File: src/rtl/fetch_stage_pkg.sv
// Shared fetch-stage constants: bus width, reset PC, bubble encoding, memory depth.
// The same values are used by the instruction memory.
package fetch_stage_pkg;
    localparam int          DATA_W         = 32;
    localparam logic [31:0] RESET_PC_DEF   = 32'h0000_0000;
    localparam logic [31:0] NOP_INSTR_DEF  = 32'h0000_0000;
    localparam int          IMEM_WORDS_DEF = 128;
    localparam logic [31:0] CNT_MAX        = 32'hFFFF_FFFF;

    function automatic logic [DATA_W-1:0] word_align(input logic [DATA_W-1:0] a);
        return {a[DATA_W-1:2], 2'b00};
    endfunction
endpackage

File: src/rtl/fetch_stage_pc_reg.sv
// Program counter with next-PC selection: branch > jump > stall > sequential.
// Redirect targets are word-aligned before they are loaded.
module fetch_stage_pc_reg
    import fetch_stage_pkg::*;
#(
    parameter logic [31:0] RESET_PC = RESET_PC_DEF
) (
    input  logic              clk,
    input  logic              rst,
    input  logic              stall_i,
    input  logic              branch_taken_i,
    input  logic [DATA_W-1:0] branch_target_i,
    input  logic              jump_i,
    input  logic [DATA_W-1:0] jump_target_i,
    output logic [DATA_W-1:0] pc_o
);
    logic [DATA_W-1:0] pc_d;
    logic [DATA_W-1:0] pc_q;

    // A redirect wins over a stall so a resolved branch or jump is never dropped.
    always_comb begin
        pc_d = pc_q + 32'd4;
        if (branch_taken_i) begin
            pc_d = word_align(branch_target_i);
        end else if (jump_i) begin
            pc_d = word_align(jump_target_i);
        end else if (stall_i) begin
            pc_d = pc_q;
        end
    end

    always_ff @(posedge clk or negedge rst) begin
        if (!rst) begin
            pc_q <= word_align(RESET_PC);
        end else begin
            pc_q <= pc_d;
        end
    end

    assign pc_o = pc_q;
endmodule

File: src/rtl/fetch_stage.sv
// IF stage: drives the PC to the combinational instruction memory and registers
// {instruction, PC+4, valid} into IF/ID, with stall, flush and redirect handling.
module fetch_stage
    import fetch_stage_pkg::*;
#(
    parameter logic [31:0] RESET_PC   = RESET_PC_DEF,
    parameter logic [31:0] NOP_INSTR  = NOP_INSTR_DEF,
    parameter int          IMEM_WORDS = IMEM_WORDS_DEF
) (
    input  logic              clk,
    input  logic              rst,
    input  logic              stall_i,
    input  logic              flush_i,
    input  logic              branch_taken_i,
    input  logic [DATA_W-1:0] branch_target_i,
    input  logic              jump_i,
    input  logic [DATA_W-1:0] jump_target_i,
    output logic [DATA_W-1:0] imem_addr_o,
    input  logic [DATA_W-1:0] imem_data_i,
    output logic [DATA_W-1:0] ifid_instr_o,
    output logic [DATA_W-1:0] ifid_pc4_o,
    output logic              ifid_valid_o,
    output logic [DATA_W-1:0] fetch_cnt_o
);
    logic [DATA_W-1:0] pc;
    logic              redirect;

    logic [DATA_W-1:0] ifid_instr_d, ifid_instr_q;
    logic [DATA_W-1:0] ifid_pc4_d, ifid_pc4_q;
    logic              ifid_valid_d, ifid_valid_q;
    logic [DATA_W-1:0] fetch_cnt_d, fetch_cnt_q;

    if (IMEM_WORDS < 1) begin : g_bad_depth
        $error("fetch_stage: IMEM_WORDS must be at least 1");
    end

    fetch_stage_pc_reg #(
        .RESET_PC(RESET_PC)
    ) u_pc_reg (
        .clk            (clk),
        .rst            (rst),
        .stall_i        (stall_i),
        .branch_taken_i (branch_taken_i),
        .branch_target_i(branch_target_i),
        .jump_i         (jump_i),
        .jump_target_i  (jump_target_i),
        .pc_o           (pc)
    );

    // Memory wraps the word index itself; the address is the raw PC.
    assign imem_addr_o = pc;
    assign redirect    = flush_i | branch_taken_i | jump_i;

    // Any redirect squashes the wrong-path word, even during a stall.
    always_comb begin
        ifid_instr_d = ifid_instr_q;
        ifid_pc4_d   = ifid_pc4_q;
        ifid_valid_d = ifid_valid_q;
        fetch_cnt_d  = fetch_cnt_q;
        if (redirect) begin
            ifid_instr_d = NOP_INSTR;
            ifid_pc4_d   = '0;
            ifid_valid_d = 1'b0;
        end else if (!stall_i) begin
            ifid_instr_d = imem_data_i;
            ifid_pc4_d   = pc + 32'd4;
            ifid_valid_d = 1'b1;
            if (fetch_cnt_q != CNT_MAX) begin
                fetch_cnt_d = fetch_cnt_q + 32'd1;
            end
        end
    end

    always_ff @(posedge clk or negedge rst) begin
        if (!rst) begin
            ifid_instr_q <= NOP_INSTR;
            ifid_pc4_q   <= '0;
            ifid_valid_q <= 1'b0;
            fetch_cnt_q  <= '0;
        end else begin
            ifid_instr_q <= ifid_instr_d;
            ifid_pc4_q   <= ifid_pc4_d;
            ifid_valid_q <= ifid_valid_d;
            fetch_cnt_q  <= fetch_cnt_d;
        end
    end

    assign ifid_instr_o = ifid_instr_q;
    assign ifid_pc4_o   = ifid_pc4_q;
    assign ifid_valid_o = ifid_valid_q;
    assign fetch_cnt_o  = fetch_cnt_q;
endmodule

File: config.mk
export PLATFORM = sky130hd
export DESIGN_NAME = fetch_stage
export DESIGN_NICKNAME = d
export VERILOG_FILES = /design/src/rtl/fetch_stage_pkg.sv /design/src/rtl/fetch_stage_pc_reg.sv /design/src/rtl/fetch_stage.sv
export SDC_FILE = /design/constraint.sdc
export NUM_CORES = 1
export LEC_CHECK = 0
export ABC_AREA = 1
export CELL_PAD_IN_SITES_DETAIL_PLACEMENT = 2
export CELL_PAD_IN_SITES_GLOBAL_PLACEMENT = 2
export CORE_ASPECT_RATIO = 1.2
export CORE_UTILIZATION = 23
export CTS_CLUSTER_DIAMETER = 40
export DETAILED_ROUTE_END_ITERATION = 8
export GPL_ROUTABILITY_DRIVEN = 0
export PLACE_DENSITY_LB_ADDON = 0.1
export SLEW_MARGIN = 10
export SYNTH_ARGS = -nofsm -noshare
export SYNTH_HDL_FRONTEND = slang
export SYNTH_SLANG_ARGS = --single-unit
File: constraint.sdc
create_clock -name clk -period 1.3 [get_ports clk]
set_input_delay 0.325 -clock clk [delete_from_list [all_inputs] [get_ports clk]]
set_output_delay 0.325 -clock clk [all_outputs]
set_load 0.02 [all_outputs]
==> results.sh, run 1 <==
export IMPL_final_cell_mix="buf_4 (217), buf_6 (200), nand2_1 (158)"
export IMPL_yosys_area_share_adder_pct=0.3564
export IMPL_drive_gt1_share_pct=52.93
export IMPL_layout_cells_most_common="buf_4"
export IMPL_wl_um=42030
export IMPL_synth_distinct_cells=39
export IMPL_dr_wl_met2_um=23770
export IMPL_violations="negative setup slack"
export IMPL_synth_top_family_by_area="simple AND/OR/NAND/NOR gates"
export IMPL_cp_arrival_ps=2130
export IMPL_detail_route_antenna_nets=0
export IMPL_boundaryPins=231
export IMPL_cts_made_buffers=17
export IMPL_grtUsageTotal_pct=24.29
export IMPL_crit_path_end_kind="flip-flop"
export IMPL_wl_per_cell_um=23.04
export IMPL_synthSimpleGateAreaFrac_pct=28.85
export IMPL_grt_pass1_vias=9361
export IMPL_viasPerCell=4.718
export IMPL_final_area_um2=14430
export IMPL_root_buffer="clkbuf_16"
export IMPL_synth_edf_count=0
export IMPL_insertion_delay_ps=450
export IMPL_die_area_um2=31230
export IMPL_p_leak_uw=0.006994
export IMPL_antenna_diode_count=0
export IMPL_ys_ff_latch=126
export IMPL_drv_cap=0
export IMPL_worst_slack_ps=-491.9
export IMPL_syn_to_final_growth_pct=105.5
export IMPL_fmax_ghz=0.5581
export IMPL_hpwl_um=24800
export IMPL_dpl_cell_area_um2=11170
export IMPL_hold_ws_ps=306.7
export IMPL_clockBufferDepth=2
export IMPL_fin_util_pct=48.44
export IMPL_min_path_type="primary input to async pin"
export IMPL_drc=0
export IMPL_cts_tree="done"
export IMPL_drv_slew=0
export IMPL_ys_flop_type="dfrtp_1"
export IMPL_critical_path_class="flip-flop to flip-flop"
export IMPL_syn_area_um2=7022
export IMPL_critPathMaxFanout=4
export IMPL_fin_skew_ps=14.04
export IMPL_cts_sinks=126
export IMPL_rsz0062_at_grt="yes"
export IMPL_finalNetCount=1525
export IMPL_vias=8605
export IMPL_async_flop_share_pct=100.0
export IMPL_path_clk_slew_ps=70
export IMPL_worst_ep_required_time_ps=1640
export IMPL_top_layer_used="met4"
export IMPL_wl_met3_um=1130
export IMPL_grt_pass1_wl_um=56650
export IMPL_peakVddDrop_mv=0.7720
export IMPL_cts_htree_levels=4
export IMPL_powerDensity_nw_per_um2=966.3
export IMPL_die_x_um=161.5
export IMPL_period_share_pct=137.8
export IMPL_synth_xor_area_share_pct=3.475
export IMPL_ys_warn_count=0
export IMPL_finalHoldViolations=0
export IMPL_period_minus_slack_ps=1792
export IMPL_synthCells=893
export IMPL_synth_compound_area_share_pct=15.68
export IMPL_firstDrtPassIters=4
export IMPL_status="finished, violations left"
export IMPL_core_area_um2=29780
export IMPL_antenna_found_initial=0
export IMPL_yosysSeqAreaShare_pct=44.90
export IMPL_startpoint_type="flip-flop"
export IMPL_grt_ovfl_total=0
export IMPL_grt_max_degree=35
export IMPL_synthMuxAreaShare_pct=0
export IMPL_setup_viol=215
export IMPL_start_util_pct=23.57
export IMPL_port_buffers=224
export IMPL_die_h_um=193.4
export IMPL_finalSetupTns_ps=-41600
export IMPL_syn_avg_cell_area_um2=7.863
export IMPL_rows=69
export IMPL_wl_met1_um=15320
export IMPL_drtIter0Drc=374
[metal layers]
metal / GRT usage, % / vias up
met5: 0 / -
met4: 8.805 / 0
met3: 3.087 / 81
met2: 48.05 / 203
met1: 25.61 / 4349
li1: - / 3972
[cell usage after synthesis (2+ instances only)]
cell / count / area (um^2)
nor2_1: 126 / 473.0
buf_6: 5 / 56.30
xnor2_1: 3 / 26.28
nand2_4: 2 / 22.52
nand3b_1: 6 / 45.04
inv_1: 60 / 225.2
dfrtp_1: 126 / 3153
nor2_4: 9 / 101.4
a22o_1: 47 / 411.6
nor2_2: 6 / 37.54
o21ai_0: 28 / 140.1
buf_4: 8 / 60.06
a21o_1: 13 / 97.59
nor3_2: 3 / 30.03
buf_1: 3 / 11.26
o21ai_1: 9 / 45.04
inv_2: 4 / 15.01
nor2_8: 2 / 40.04
nand3_1: 43 / 215.2
ha_1: 2 / 25.02
a21oi_1: 56 / 280.3
nand4_1: 4 / 25.02
nor3_1: 13 / 65.06
nand2_2: 7 / 43.79
nand2_1: 240 / 900.9
buf_2: 10 / 50.05
and2_1: 3 / 18.77
xor2_1: 23 / 201.4
o22ai_1: 3 / 18.77
a22oi_1: 9 / 67.56
clkbuf_1: 12 / 45.04
[cells by family (layout without fill, tap and decap cells)]
family / after synthesis / after routing
and+or+nand+nor: 465 / 465
AOI/OAI and AO/OA: 169 / 169
DFF: 126 / 126
buffers and inverters: 103 / 643
xor gates and xnor gates: 27 / 27
adders and majority gates: 2 / 2
other: 1 / 2
[power breakdown]
group / switching (uW) / internal (uW) / leakage (uW)
sequential: 339 / 4200 / 0.00160
clock: 2250 / 2850 / 0.000273
combinational: 2080 / 2230 / 0.00512
[registers in the layout (all words and copies together) (netlist names)]
name / flops
fetch_cnt_o: 32
ifid_instr_o: 32
ifid_pc4_o: 31
ifid_valid_o: 1
u_pc_reg.pc_o: 30
[stage by stage]
| stage | setup WS (ps) | cells | total power [uW] |
|---|---|---|---|
| global placement | -575.3 | 1657 | 7607 |
| floorplan | -197.4 | 894 | 5731 |
| CTS | -390.8 | 1782 | 13490 |
| global route | -565.4 | 1824 | 14430 |
| finish | -491.9 | 1824 | 13940 |
| detailed placement | -640.2 | 1657 | 7684 |
[final timing paths]
check	endpoint	from	slack, ps	cells after the start
worst min-delay path	fetch_cnt_o[7]	rst	310	2
worst max register to register	fetch_cnt_o[30]	fetch_cnt_o[0]	-490	12
worst min register to register	ifid_pc4_o[22]	ifid_pc4_o[22]	510	1
worst max-delay path	fetch_cnt_o[30]	fetch_cnt_o[0]	-490	12
min in group clk	u_pc_reg.pc_o[13]	branch_taken_i	470	4
max in group asynchronous	ifid_instr_o[17]	rst	420	3
[cell type report]
| type | instances | area [um^2] |
|---|---|---|
| inverters | 65 | 251.5 |
| flip-flops and latches | 126 | 3221 |
| clock inverters | 15 | 160.2 |
| multi-input cells | 665 | 4363 |
| repair buffers | 546 | 5519 |
| fillers | 3151 | 15360 |
| clock buffers | 17 | 425.4 |
| well taps | 390 | 488.0 |
[worst max-delay path, cell delays in order, from the launching register on]
cell     delay [ps]
dfrtp_2         410
ha_4            160
inv_4            40
nor2_4          160
buf_6           130
inv_4            50
nor3_4          180
buf_6           170
nand2_1          60
nand2_1          70
nand2_1          70
nand2_1         100
nand2_1          60
[repair_timing]
item / CTS / global route
endpoints found under the setup margin: 251 / 244
pin swaps: 49 / 60
gates resized for setup: 889 / 185
endpoints found under the hold margin: 12 / 0
hold buffers: 1 / 0
buffers inserted: 85 / 55
cloned: 8 / 5
Note: power is estimated with default switching activity, not from simulation.
==> run 2: changes to the inputs <==
--- a/config.mk
+++ b/config.mk
@@ -9,12 +9,14 @@
 export CELL_PAD_IN_SITES_DETAIL_PLACEMENT = 2
 export CELL_PAD_IN_SITES_GLOBAL_PLACEMENT = 2
 export CORE_ASPECT_RATIO = 1.2
-export CORE_UTILIZATION = 23
+export CORE_UTILIZATION = 32
 export CTS_CLUSTER_DIAMETER = 40
 export DETAILED_ROUTE_END_ITERATION = 8
+export DONT_BUFFER_PORTS = 1
 export GPL_ROUTABILITY_DRIVEN = 0
 export PLACE_DENSITY_LB_ADDON = 0.1
-export SLEW_MARGIN = 10
+export RECOVER_POWER = 100
+export SLEW_MARGIN = 25
 export SYNTH_ARGS = -nofsm -noshare
 export SYNTH_HDL_FRONTEND = slang
 export SYNTH_SLANG_ARGS = --single-unit
==> results.sh, run 2 (same netlist as run 1, synthesis figures left out) <==
export IMPL_vias=8503
export IMPL_reg2reg_slack_ps=-960
export IMPL_fin_util_pct=56.03
export IMPL_cts_htree_levels=4
export IMPL_crit_path_end_kind="flip-flop"
export IMPL_rows=59
export IMPL_worst_ep_required_time_ps=1690
export IMPL_finalNetCount=1253
export IMPL_drv_cap=0
export IMPL_wl_um=48400
export IMPL_power_switching_uw=5090
export IMPL_critical_path_class="flip-flop to flip-flop"
export IMPL_grt_use_met3_pct=8.333
export IMPL_drv_slew=0
export IMPL_grt_max_degree=127
export IMPL_firstDrtPassIters=5
export IMPL_die_h_um=164.3
export IMPL_antenna_diode_count=0
export IMPL_min_path_type="primary input to async pin"
export IMPL_setup_viol=152
export IMPL_grtUsageTotal_pct=34.43
export IMPL_use_met1_pct=32.28
export IMPL_die_area_um2=22540
export IMPL_cts_hold_buf=1
export IMPL_fmax_ghz=0.4422
export IMPL_port_buffers=0
export IMPL_grt_pass1_wl_um=55720
export IMPL_hold_ws_ps=-441.7
export IMPL_core_area_um2=21630
export IMPL_detail_route_antenna_nets=0
export IMPL_peakVddDrop_mv=0.9332
export IMPL_boundaryPins=231
export IMPL_cts_sinks=126
export IMPL_drive_gt1_share_pct=59.90
export IMPL_startpoint_type="flip-flop"
export IMPL_worst_slack_ps=-961.4
export IMPL_rsz0062_at_grt="yes"
export IMPL_syn_to_final_growth_pct=72.59
export IMPL_pre_cts_slack_ps=-574.1
export IMPL_path_clk_slew_ps=80
export IMPL_antenna_found_initial=2
export IMPL_viasPerCell=5.921
export IMPL_pwr_share_seq_pct=34.0
export IMPL_insertion_delay_ps=460
export IMPL_slew_headroom_pct=57.31
export IMPL_critPathMaxFanout=6
export IMPL_p_comb_share_pct=28.6
export IMPL_tightest_slew_ps=640.3
export IMPL_sw_frac_of_total_pct=37.51
export IMPL_drtIter0Drc=492
export IMPL_place_inst=1313
export IMPL_cp_arrival_ps=2650
export IMPL_fin_cells=1436
export IMPL_violations="negative hold slack, negative setup slack"
export IMPL_grt_pass1_vias=9065
export IMPL_fin_skew_ps=14.83
export IMPL_grt_ovfl_total=0
export IMPL_finalHoldViolations=127
export IMPL_grt_util_met2_pct=64.49
export IMPL_grt_busiest_layer="met2"
export IMPL_powerDensity_nw_per_um2=1120
export IMPL_status="finished, violations left"
export IMPL_cts_tree="done"
export IMPL_p_leak_uw=0.005800
export IMPL_r2r_start="fetch_cnt_o[20]"
export IMPL_clockBufferDepth=2
export IMPL_cts_made_buffers=17
export IMPL_hpwl_um=21820
export IMPL_r2r_end="fetch_cnt_o[25]"
export IMPL_final_cell_mix="buf_6 (124), buf_4 (124), nand2_2 (110)"
export IMPL_r2r_cells=10
export IMPL_die_x_um=137.2
export IMPL_root_buffer="clkbuf_16"
export IMPL_start_util_pct=32.46
export IMPL_wl_per_cell_um=33.71
export IMPL_internal_power_uw=8479
export IMPL_period_share_pct=174.0
export IMPL_period_minus_slack_ps=2261
export IMPL_drc=0
export IMPL_power_frac_clock_pct=37.4
run 2: changes by cell type in the layout (fill, tap and decap cells not counted), moves of 9 or more:
| cell | change |
|---|---|
| nand2_2 | +49 |
| clkdlybuf4s50_1 | -93 |
| nand2_1 | -60 |
| buf_4 | -93 |
| nand2_4 | +11 |
| nand3_2 | +12 |
| buf_6 | -76 |
| nor2_4 | +9 |
| nand3_1 | -16 |
| nor2_1 | -14 |
| a21oi_1 | -19 |
| a21oi_2 | +19 |
run 2: final cells by class:
class | instances | area, um^2
clock buffers | 17 | 425.4
flip-flops and latches | 126 | 3217
fillers | 2157 | 9510
clock inverters | 15 | 162.7
inverters | 65 | 251.5
well taps | 274 | 342.8
multi-input cells | 665 | 4910
repair buffers | 274 | 2810
run 2: power groups by stage:
stage	combinational, uW	clock (uW)	sequential, uW
5_1_grt	4010	5210	4630
3_5_place_dp	2250	0	4600
2_1_floorplan	904	0	4830
6_report	3880	5070	4620
4_1_cts	2950	4900	4540
3_3_place_gp	2160	0	4580
run 2: worst max path at each step:
stage | from | end | depth (start not counted)
floorplan | u_pc_reg.pc_o[3] | ifid_pc4_o[20] | 9
global placement | u_pc_reg.pc_o[5] | u_pc_reg.pc_o[29] | 8
detailed placement | u_pc_reg.pc_o[5] | u_pc_reg.pc_o[13] | 8
CTS | fetch_cnt_o[0] | fetch_cnt_o[8] | 11
global route | fetch_cnt_o[20] | fetch_cnt_o[25] | 10
finish | fetch_cnt_o[20] | fetch_cnt_o[25] | 10
run 2: critical path: stages, from the launching register on:
cell and delay, ps:
dfrtp_2 480, nand2_1 330, nor2_4 250, nand2_2 150, nor2_4 230, nand2_2 100
nand2_4 140, buf_12 150, buf_12 140, nand2_2 120, nand2_2 90
run 2: metal layers:
metal | vias to the layer above | routed length (um)
met4 | 2 | 3879
met3 | 221 | 3540
met1 | 4355 | 15680
li1 | 3439 | -
met5 | - | 15
met2 | 486 | 25290
run 2: per-stage QoR:
step                      TNS [ps]  power [uW]  area [um^2]
after CTS                   -27740       12390        10860
after global routing        -63310       13850        12120
after global placement      -16940        6742         8767
after floorplan              -7888        5731         7163
after detailed placement    -23980        6850         8767
final                       -59800       13570        12120
run 2: repair_timing:
item,in CTS,in global routing
gates cloned,5,0
gates resized for setup,249,301
endpoints found under the setup margin,147,153
setup buffers,59,44
pin swaps,47,110
endpoints found under the hold margin,127,126
==> run 3: changes to the inputs <==
--- a/config.mk
+++ b/config.mk
@@ -9,6 +9,7 @@
 export CELL_PAD_IN_SITES_DETAIL_PLACEMENT = 2
 export CELL_PAD_IN_SITES_GLOBAL_PLACEMENT = 2
 export CORE_ASPECT_RATIO = 1.2
+export CORE_MARGIN = 10
 export CORE_UTILIZATION = 32
 export CTS_CLUSTER_DIAMETER = 40
 export DETAILED_ROUTE_END_ITERATION = 8
==> results.sh, run 3 (same netlist as run 1, synthesis figures left out) <==
export IMPL_grtUsageTotal_pct=24.96
export IMPL_final_cell_mix="nand2_1 (143), buf_4 (123), buf_6 (101)"
export IMPL_grt_pass1_vias=8704
export IMPL_grt_pass1_wl_um=54430
export IMPL_critical_path_class="flip-flop to flip-flop"
export IMPL_wl_um=44390
export IMPL_cts_sinks=126
export IMPL_grt_ovfl_total=0
export IMPL_drtIter0Drc=380
export IMPL_dr_wl_met2_um=24900
export IMPL_worst_ep_required_time_ps=1630
export IMPL_insertion_delay_ps=450
export IMPL_multiInputGateArea_um2=4489
export IMPL_powerDensity_nw_per_um2=1165
export IMPL_nFillCells=2278
export IMPL_cts_htree_levels=4
export IMPL_port_buffers=0
export IMPL_crit_path_end_kind="flip-flop"
export IMPL_viasPerCell=5.599
export IMPL_syn_to_final_growth_pct=62.51
export IMPL_r2r_cells=8
export IMPL_wl_per_cell_um=31.39
export IMPL_setup_viol=175
export IMPL_reg2reg_slack_ps=-720
export IMPL_drv_slew=0
export IMPL_wl_met3_um=2398
export IMPL_detail_route_antenna_nets=0
export IMPL_die_h_um=182.3
export IMPL_cp_arrival_ps=2340
export IMPL_min_path_type="primary input to async pin"
export IMPL_rsz0062_at_grt="yes"
export IMPL_startpoint_type="flip-flop"
export IMPL_violations="negative hold slack, negative setup slack"
export IMPL_finalSetupTns_ps=-41470
export IMPL_grt_max_degree=127
export IMPL_period_share_pct=155.2
export IMPL_drv_cap=0
export IMPL_register_area_um2=3216
export IMPL_layout_cells_most_common="nand2_1"
export IMPL_start_util_pct=32.46
export IMPL_setup_worst_path_end="fetch_cnt_o[11]"
export IMPL_fmax_ghz=0.4957
export IMPL_firstDrtPassIters=5
export IMPL_boundaryPins=231
export IMPL_path_clk_slew_ps=80
export IMPL_clockBufferDepth=2
export IMPL_peakVddDrop_mv=0.9926
export IMPL_critPathMaxFanout=3
export IMPL_p_leak_uw=0.005468
export IMPL_rows=59
export IMPL_vias=7917
export IMPL_pre_cts_slack_ps=-549.9
export IMPL_finalNetCount=1228
export IMPL_worst_slack_ps=-717.4
export IMPL_die_x_um=155.2
export IMPL_cts_made_buffers=17
export IMPL_cts_tree="done"
export IMPL_cp_startpoint="fetch_cnt_o[10]"
export IMPL_r2r_end="fetch_cnt_o[11]"
export IMPL_root_buffer="clkbuf_16"
export IMPL_finalHoldViolations=126
export IMPL_die_area_um2=28290
export IMPL_top_layer_used="met5"
export IMPL_period_minus_slack_ps=2017
export IMPL_drive_gt1_share_pct=51.54
export IMPL_fin_skew_ps=24.19
export IMPL_core_area_um2=21630
export IMPL_status="finished, violations left"
export IMPL_hold_ws_ps=-439.1
export IMPL_power_total_uw=13290
export IMPL_drc=0
export IMPL_antenna_found_initial=5
export IMPL_r2r_start="fetch_cnt_o[10]"
export IMPL_wl_met1_um=14100
export IMPL_hpwl_um=24270
==> run 3: changes by cell type in the layout (fill, tap and decap cells not counted), moves of 9 or more <==
cell,before,now
nand2_4,41,24
nand3_2,26,17
buf_6,124,101
nand3_1,11,23
nand2_1,98,143
a21oi_1,31,42
a21oi_2,26,15
nand2_2,110,81
==> run 3: final cells by class <==
cell class / instances / share of cell area [%]
antenna: 3 / 0.06579
inverter: 65 / 2.292
sequential: 126 / 28.18
timing repair buffer: 249 / 21.90
multi-input combinational: 665 / 39.34
clock inverter: 15 / 1.491
tap: 274 / 3.004
clock buffer: 17 / 3.728
==> run 3: repair_timing <==
action                                  4_1_cts  5_1_grt
pin swaps                                    46       70
gates resized for setup                     211      200
endpoints found under the setup margin      149      153
cloned                                        0        4
endpoints found under the hold margin       127      127
hold buffers                                  1        1
buffers inserted                             37       45
==> run 3: worst max-delay path: stages, from the launching register on <==
cell	delay, ps
dfrtp_2	450
nand2_2	150
nor2_2	270
nand2_1	190
nor2_2	210
buf_4	150
xor2_1	190
nand2_1	90
o21ai_1	200
==> run 3: worst min path at each step <==
stage                endpoint  slack (ps)  cells past startpoint
2_1_floorplan  fetch_cnt_o[0]          30                      0
3_3_place_gp   fetch_cnt_o[5]          30                      0
3_5_place_dp   fetch_cnt_o[3]          30                      0
4_1_cts        fetch_cnt_o[3]        -430                      0
5_1_grt        fetch_cnt_o[3]        -450                      0
6_report       fetch_cnt_o[3]        -440                      0
==> run 3: stage by stage <==
stage,instance area [um^2],util (%),cells
floorplan,7163,-,894
global placement,8690,40.17,1301
detailed placement,8690,40.17,1301
CTS,10360,47.89,1371
global route,11410,52.76,1414
finish,11410,52.76,1414
==> run 3: metal layers <==
layer  global-route usage [%]  up-vias
met2                    48.15      315
met1                    23.94     4059
met4                    11.06        4
met3                    6.610      154
met5                        0        -
li1                         -     3385
==> run 3: power by group <==
group | internal (uW) | switching, uW | leakage, uW | total (uW)
clock network | 2580 | 2380 | 0.000288 | 4960
logic | 1710 | 1990 | 0.00358 | 3700
registers | 4190 | 442 | 0.00160 | 4630
